--- src/rtl/ysyx_24100005_lsu.sv ---
// rtl/ysyx_24100005_lsu.sv - handshaked load/store unit with byte strobes, load extension and WAIT timeout
// Optional misalignment trap: define YSYX_24100005_LSU_MISALIGN_EN.
module ysyx_24100005_lsu #(
    parameter int XLEN        = 32,
    parameter int STRB_W      = XLEN / 8,
    parameter int TIMEOUT_CYC = 255
) (
    input  logic              clk,
    input  logic              rst,
    input  logic              req_valid,
    output logic              req_ready,
    input  logic              req_wen,
    input  logic [2:0]        req_funct3,
    input  logic [XLEN-1:0]   req_addr,
    input  logic [XLEN-1:0]   req_wdata,
    output logic              mem_req_valid,
    input  logic              mem_req_ready,
    output logic [XLEN-1:0]   mem_addr,
    output logic              mem_wen,
    output logic [STRB_W-1:0] mem_wstrb,
    output logic [XLEN-1:0]   mem_wdata,
    input  logic              mem_rsp_valid,
    input  logic [XLEN-1:0]   mem_rdata,
    output logic              rsp_valid,
    input  logic              rsp_ready,
    output logic [XLEN-1:0]   rsp_rdata,
    output logic              rsp_err
);

    localparam int OFF_W = $clog2(STRB_W);
    localparam int CNT_W = (TIMEOUT_CYC > 0) ? $clog2(TIMEOUT_CYC + 1) : 1;
    localparam logic [CNT_W-1:0] TO_LAST = (TIMEOUT_CYC > 0) ? CNT_W'(TIMEOUT_CYC - 1) : '0;

    typedef enum logic [1:0] {S_IDLE, S_REQ, S_WAIT, S_RESP} state_t;

    state_t            state_q;
    logic [CNT_W-1:0]  cnt_q;
    logic [2:0]        f3_q;
    logic [OFF_W-1:0]  off_q;
    logic              req_ready_q;
    logic              mem_req_valid_q;
    logic [XLEN-1:0]   mem_addr_q;
    logic              mem_wen_q;
    logic [STRB_W-1:0] mem_wstrb_q;
    logic [XLEN-1:0]   mem_wdata_q;
    logic              rsp_valid_q;
    logic [XLEN-1:0]   rsp_rdata_q;
    logic              rsp_err_q;

    logic [OFF_W-1:0]  off_d;
    logic [STRB_W-1:0] strb_d;
    logic [XLEN-1:0]   wdata_d;
    logic [XLEN-1:0]   addr_d;
    logic              illegal_d;
    logic              misalign_d;
    logic [XLEN-1:0]   word_d;
    logic [XLEN-1:0]   ext_d;

    always_comb begin
        off_d   = req_addr[OFF_W-1:0];
        addr_d  = {req_addr[XLEN-1:OFF_W], {OFF_W{1'b0}}};
        wdata_d = req_wdata << {off_d, 3'b000};
        case (req_funct3[1:0])
            2'b00:   strb_d = STRB_W'(1)  << off_d;
            2'b01:   strb_d = STRB_W'(3)  << off_d;
            2'b10:   strb_d = STRB_W'(15) << off_d;
            default: strb_d = '1;
        endcase
        illegal_d = (req_funct3 == 3'b111) || (req_wen && req_funct3[2]) ||
                    ((XLEN == 32) && ((req_funct3 == 3'b011) || (req_funct3 == 3'b110)));
`ifdef YSYX_24100005_LSU_MISALIGN_EN
        misalign_d = |(off_d & OFF_W'((4'd1 << req_funct3[1:0]) - 4'd1));
`else
        misalign_d = 1'b0;
`endif
    end

    // Load extraction works off the offset/size latched at accept time.
    always_comb begin
        word_d = mem_rdata >> {off_q, 3'b000};
        case (f3_q)
            3'b000:  ext_d = XLEN'($signed(word_d[7:0]));
            3'b001:  ext_d = XLEN'($signed(word_d[15:0]));
            3'b010:  ext_d = XLEN'($signed(word_d[31:0]));
            3'b011:  ext_d = word_d;
            3'b100:  ext_d = XLEN'(word_d[7:0]);
            3'b101:  ext_d = XLEN'(word_d[15:0]);
            3'b110:  ext_d = XLEN'(word_d[31:0]);
            default: ext_d = '0;
        endcase
    end

    always_ff @(posedge clk) begin
        if (rst) begin
            state_q         <= S_IDLE;
            cnt_q           <= '0;
            f3_q            <= '0;
            off_q           <= '0;
            req_ready_q     <= 1'b1;
            mem_req_valid_q <= 1'b0;
            mem_addr_q      <= '0;
            mem_wen_q       <= 1'b0;
            mem_wstrb_q     <= '0;
            mem_wdata_q     <= '0;
            rsp_valid_q     <= 1'b0;
            rsp_rdata_q     <= '0;
            rsp_err_q       <= 1'b0;
        end else begin
            case (state_q)
                S_IDLE: begin
                    if (req_valid) begin
                        req_ready_q <= 1'b0;
                        f3_q        <= req_funct3;
                        off_q       <= off_d;
                        mem_addr_q  <= addr_d;
                        mem_wen_q   <= req_wen;
                        mem_wstrb_q <= req_wen ? strb_d : '0;
                        mem_wdata_q <= wdata_d;
                        if (illegal_d || misalign_d) begin
                            state_q     <= S_RESP;
                            rsp_valid_q <= 1'b1;
                            rsp_err_q   <= 1'b1;
                            rsp_rdata_q <= '0;
                        end else begin
                            state_q         <= S_REQ;
                            mem_req_valid_q <= 1'b1;
                        end
                    end
                end
                S_REQ: begin
                    if (mem_req_ready) begin
                        mem_req_valid_q <= 1'b0;
                        cnt_q           <= '0;
                        state_q         <= S_WAIT;
                    end
                end
                S_WAIT: begin
                    if (mem_rsp_valid) begin
                        rsp_valid_q <= 1'b1;
                        rsp_err_q   <= 1'b0;
                        rsp_rdata_q <= mem_wen_q ? '0 : ext_d;
                        state_q     <= S_RESP;
                    end else if ((TIMEOUT_CYC != 0) && (cnt_q == TO_LAST)) begin
                        rsp_valid_q <= 1'b1;
                        rsp_err_q   <= 1'b1;
                        rsp_rdata_q <= '0;
                        state_q     <= S_RESP;
                    end else begin
                        cnt_q <= cnt_q + 1'b1;
                    end
                end
                default: begin
                    if (rsp_ready) begin
                        rsp_valid_q <= 1'b0;
                        rsp_err_q   <= 1'b0;
                        rsp_rdata_q <= '0;
                        req_ready_q <= 1'b1;
                        state_q     <= S_IDLE;
                    end
                end
            endcase
        end
    end

    assign req_ready     = req_ready_q;
    assign mem_req_valid = mem_req_valid_q;
    assign mem_addr      = mem_addr_q;
    assign mem_wen       = mem_wen_q;
    assign mem_wstrb     = mem_wstrb_q;
    assign mem_wdata     = mem_wdata_q;
    assign rsp_valid     = rsp_valid_q;
    assign rsp_rdata     = rsp_rdata_q;
    assign rsp_err       = rsp_err_q;

endmodule
--- config.mk ---
export PLATFORM = sky130hd
export DESIGN_NAME = ysyx_24100005_lsu
export DESIGN_NICKNAME = d
export VERILOG_FILES = /design/src/rtl/ysyx_24100005_lsu.sv
export SDC_FILE = /design/constraint.sdc
export NUM_CORES = 1
export LEC_CHECK = 0
export CAP_MARGIN = 20
export CORE_MARGIN = 5
export CORE_UTILIZATION = 45
export CTS_CLUSTER_DIAMETER = 50
export CTS_CLUSTER_SIZE = 16
export DETAILED_ROUTE_END_ITERATION = 12
export PLACE_DENSITY = 0.77
export SLEW_MARGIN = 20
export SYNTH_ARGS = -nofsm -noshare
export SYNTH_HDL_FRONTEND = slang
export SYNTH_SLANG_ARGS = --single-unit
--- constraint.sdc ---
create_clock -name clk -period 2.92 [get_ports clk]
set_clock_uncertainty 0.15 [all_clocks]
set_input_delay 0.292 -clock clk [delete_from_list [all_inputs] [get_ports clk]]
set_output_delay 0.292 -clock clk [all_outputs]
set_load 0.01 [all_outputs]
### After elaboration in Yosys (flattened, before gate mapping)

Cells that the tools add are included.

| cells by class | value |
|---|---|
| add/subtract/negate cells | 1 |
| equality and inequality tests | 21 |
| shift operators | 5 |
| muxes and demuxes | 36 |
| bitwise operators | 2 |
| reductions and logical operators | 20 |

Operator list:

| operator | number |
|---|---|
| $mux W32 | 6 |
| $pmux W32 S5 | 1 |
| $pmux W32 S3 | 1 |
| $shl A32 B5 Y32 | 1 |
| $shr A32 B5 Y32 | 1 |
| $mux W8 | 3 |
| $pmux W8 S2 | 1 |
| $eq A3 B3 Y1 const B | 5 |
| $mux W2 | 6 |
| $ne A2 B2 Y1 const B | 6 |
| $pmux W4 S3 | 1 |
| $reduce_and A4 Y1 | 3 |
| $mux W1 | 11 |
| $eq A3 B2 Y1 const B | 3 |
| $add A8 B1 Y8 const B | 1 |
| $eq A8 B8 Y1 const B | 1 |
| $pmux W1 S3 | 2 |
| $pmux W2 S3 | 1 |
| $reduce_bool A2 Y1 | 3 |
| $reduce_and A5 Y1 | 1 |
| $eq A2 B1 Y1 const B | 2 |
| $eq A2 B2 Y1 const B | 2 |
| $logic_not A2 Y1 | 2 |
| $mux W4 | 1 |
| 16 further kinds | 20 |

| word-level totals | value |
|---|---|
| register bits | 118 |

### Longest topological paths before layout

| depth | value |
|---|---|
| word-level depth | 6 |
| depth in mapped cells | 8 |

### Worst setup path after synthesis

Ideal clock, no wire load.

| path | value |
|---|---|
| path kind | register to register |
| start point | register state_q[0] |
| end point | register rsp_rdata_q[22], in the netlist rsp_rdata[22] |
| setup time | 0.139 ns |
| arrival time | 1.811 ns |
| data required time | 2.631 ns |
| path slack | 0.820 ns |
| stages on the path, launching flop included | 9 |
| path buffers | 2 |
| cell sequence | dfxtp_1 > inv_1 > ha_1 > nor2b_1 > o21a_1 > buf_2 > nor4_4 > buf_2 > a311oi_1 |

| between the ends | value |
|---|---|
| word-level cells in the longest chain between the ends | 3 |
| elaborated cells on any way between the ends | 10 |
| classes of those cells | eq/ne (5); mux (1); bitwise (1); reduce/logical (3) |

Ends and longest elaborated chain:

| element | RTL line | RTL |
|---|---|---|
| from (decl) | 36 | `state_t state_q;` |
| from (signal assigned) | 95 | `state_q <= S_IDLE;` |
| from (signal assigned) | 120 | `state_q <= S_RESP;` |
| from (signal assigned) | 125 | `state_q <= S_REQ;` |
| $eq A2 B2 Y1 (tied with other cells) | 109 | `case (state_q)` |
| $ne A3 B3 Y1 (no line) (tied with other cells) | n/a |  |
| $reduce_and A5 Y1 (no line) | n/a |  |
| to (signal assigned) | 141 | `rsp_rdata_q <= mem_wen_q ? '0 : ext_d;` |
| to (decl) | 47 | `logic [XLEN-1:0] rsp_rdata_q;` |

Parallel ways exist; a longest one is shown, timed or not.
A chain may end at the register's enable or synchronous reset.

### Final worst setup path

| path | value |
|---|---|
| start point | register state_q[0] |
| end point | register rsp_rdata_q[21], in the netlist rsp_rdata[21] |

The elaborated chain is that of the path after synthesis.

==> key figures <==
Yosys
  • Yosys top cell by area: dfxtp_1
  • Asr flop ratio synth: 0%
  • Synth Cell Area: 0.00591 mm^2
  • Count of cell types in the netlist: 58
  • Most frequent cell after synthesis: nand2_1
  • Post-synthesis sequential area ratio: 39.9%
  • Post-synth EDFFs: 0
  • Syn Inst Count: 685
  • FF+latch count, synth: 118
  • Yosys top cell area share: 39.9%
  • Dominant cells by area after synthesis: dfxtp_1 40%, nand2_1 7.6%, a21oi_1 6.1%
  • Syn Area/Cell: 8.63 um^2
  • Synth top cells by count: 120 x nand2_1, 118 x dfxtp_1, 72 x a21oi_1
  • Dominant synthesized flop cell: dfxtp_1
  • Yosys warnings: 0

Setup path
  • Startpoint types: flop
  • Highest-delay cell along the critical path: a311o_1
  • Cell Chain, Critical Path: inv_1, ha_1, nor3_1, a311o_1, nor3_2, buf_4, a311oi_1
  • Crit end category: flop
  • CP arrival: 2.80 ns
  • Crit-path max cell delay: 0.69 ns
  • Critical Setup Path Class: flop to flop
  • Worst Path Max Fanout: 25
  • Critical path data required time: 3.08 ns

Global route
  • Number of global-route vias before repair: 6,071
  • First-pass GRT wire length: 31,200 um
  • Initial antenna violation count: 0
  • Largest net degree at the start of global routing: 64
  • GRT overflow: 0
  • Gr usage total: 24.6%

Route
  • Router iterations before antenna repair: 6
  • Drt initial violations: 529
  • Vias: 6,138
  • Metal3 WL: 1550 um
  • WL final: 20,000 um
  • Residual DRC count: 0
  • Via/cell ratio: 5.83
  • Metal-1 WL: 7650 um
  • Antenna-violating nets left: 0
  • Met2 wire length: 10,100 um
  • Top routing layer in use: met4
  • Wire per inst: 19.0 um

Clock network
  • CTS tree: done
  • CTS Buf Count: 17
  • H-tree levels: 4
  • Resized cells post-CTS: 0
  • TritonCTS Sinks: 118
  • Clock root cell: clkbuf_16
  • Clock tree buffer depth: 2
  • Clock Pin Slew Worst Setup and Hold Paths: 0.05 ns
  • Cts hold-fix bufs: 0
  • Post-CTS setup buffer count: 0
  • Clock Latency Late Sink: 0.42 ns

STA
  • Tmin final: 2.65 ns
  • Setup violations, final: 0
  • Worst slew pin tran: 0.771 ns
  • Unrepaired setup endpoints after global routing: false
  • TNS Setup: 0 ns
  • Final worst-path cycle share: 90.7%
  • Slew HR: 48.6%
  • Final hold slack: 0.260 ns
  • Max Clk Rate: 378 MHz
  • Slew Viols, Final: 0
  • Final Hold Viols: 0

Pwr
  • Power Density: 806 mW/mm^2
  • Lkg Pwr: 3.03 nW
  • VDD IR-drop max: 0.475 mV

Placed design
  • IO buf count: 208
  • HPWL Detailed: 14,700 um
  • Final GP Congestion: 0.890

Floorplan
  • Core Box Area: 0.0128 mm^2
  • # rows: 41
  • Full die area: 0.0155 mm^2
  • Die Ht: 125 um
  • Starting Density: 46.3%
  • Die Wd: 125 um
  • Ports: 211

Layout
  • Diode count: 0
  • Nets: 985
  • Area Overhead vs Synth: 46.5%
  • Share of layout cells above drive strength 1: 10.5%

Min path
  • HP Class: input port to flop

Status
  • Status: finished clean

Run
  • Max cap viols: 0
final timing paths:
| path | cells after the start | from | slack, ns | to |
|---|---|---|---|---|
| max | 7 | state_q[0]$_SDFFE_PP0P_ | 0.27 | rsp_rdata[21]$_SDFFE_PP0P_ |
| min | 3 | rst | 0.26 | mem_wdata[3]$_SDFFE_PP0P_ |
| max reg2reg | 7 | state_q[0]$_SDFFE_PP0P_ | 0.27 | rsp_rdata[21]$_SDFFE_PP0P_ |
| min reg2reg | 2 | mem_addr[6]$_SDFFE_PP0P_ | 0.30 | mem_addr[6]$_SDFFE_PP0P_ |
worst max-delay path: cells and delay by family, from the launching register on:
kind | cells | cell delay, ns
flip-flops | 1 | 0.38
buffers and inverters | 2 | 0.33
AND/OR/NAND/NOR | 2 | 0.44
AO/OA/AOI/OAI | 2 | 0.96
adder cells (fa/ha/maj) | 1 | 0.28
metal layers:
metal,vias up,GRT usage [%]
li1,2892,-
met4,0,10.1
met5,-,0
met2,254,43.0
met1,2940,27.8
met3,52,7.29
flip-flops by register name (all words and copies together), names as in the netlist:
| register | count |
|---|---|
| rsp_rdata | 32 |
| mem_addr | 30 |
| state_q | 2 |
| off_q | 2 |
| mem_req_valid | 1 |
| f3_q | 3 |
| req_ready | 1 |
| mem_wen | 1 |
| rsp_err | 1 |
| mem_wdata | 32 |
| rsp_valid | 1 |
| mem_wstrb | 4 |
| cnt_q | 8 |
final cells by class:
type | count | area, um^2
multi-input cells | 487 | 3230
clock inverters | 4 | 70.1
flip-flops and latches | 118 | 2360
inverters | 18 | 67.6
repair buffers | 228 | 2230
well taps | 172 | 215
clock buffers | 25 | 495
fillers | 1017 | 4110
logic make-up (layout without fill, tap and decap cells):
group	count (synthesis)	count (layout)	share of synthesized area, %
AND/OR/NAND/NOR	221	221	17.1
AO/OA/AOI/OAI	199	199	23.5
flip-flops	118	118	39.9
buffers and inverters	81	275	5.84
multiplexers	55	55	11.5
adder cells (fa/ha/maj)	9	9	1.90
other	1	2	0.0634
XOR/XNOR	1	1	0.148
stage by stage:
stage	utilization, %	setup slack (ns)	area [um^2]	cells	power, mW
2_1_floorplan	-	0.820	5920	686	3.83
3_3_place_gp	63.3	0.217	8090	1023	4.84
3_5_place_dp	63.3	0.0958	8090	1023	4.95
4_1_cts	67.8	0.269	8660	1052	6.99
5_1_grt	67.8	0.0755	8660	1052	7.34
6_report	67.8	0.272	8660	1052	6.98
power by group:
group          leakage, nW  internal (mW)  total [mW]  switching [mW]
combinational         1.78           1.29        2.83            1.54
sequential           0.966           1.91        2.12           0.209
clock                0.279           1.33        2.02           0.693
placed cells by master, fill, tap and decap left out, drive strengths merged, types with 2 or more instances in the layout:
| cell | n |
|---|---|
| a211oi | 7 |
| a21oi | 72 |
| a221oi | 8 |
| a22oi | 16 |
| a311oi | 20 |
| a31oi | 2 |
| a32oi | 17 |
| and3 | 3 |
| and3b | 3 |
| buf | 21 |
| bufinv | 2 |
| clkbuf | 25 |
| clkdlybuf4s50 | 207 |
| clkinv | 2 |
| conb | 2 |
| dfxtp | 118 |
| ha | 9 |
| inv | 18 |
| mux2 | 24 |
| mux2i | 23 |
| mux4 | 8 |
| nand2 | 120 |
| nand2b | 3 |
| nand3 | 16 |
| nand3b | 3 |
| nand4 | 2 |
| nor2 | 34 |
| nor2b | 4 |
| nor3 | 12 |
| nor4 | 2 |
| o211ai | 14 |
| o21a | 3 |
| o21ai | 8 |
| o2bb2ai | 7 |
| o31ai | 9 |
| o32ai | 7 |
| or3 | 5 |
| or3b | 2 |
| or4 | 9 |
Note: power is estimated with default switching activity, not from simulation.
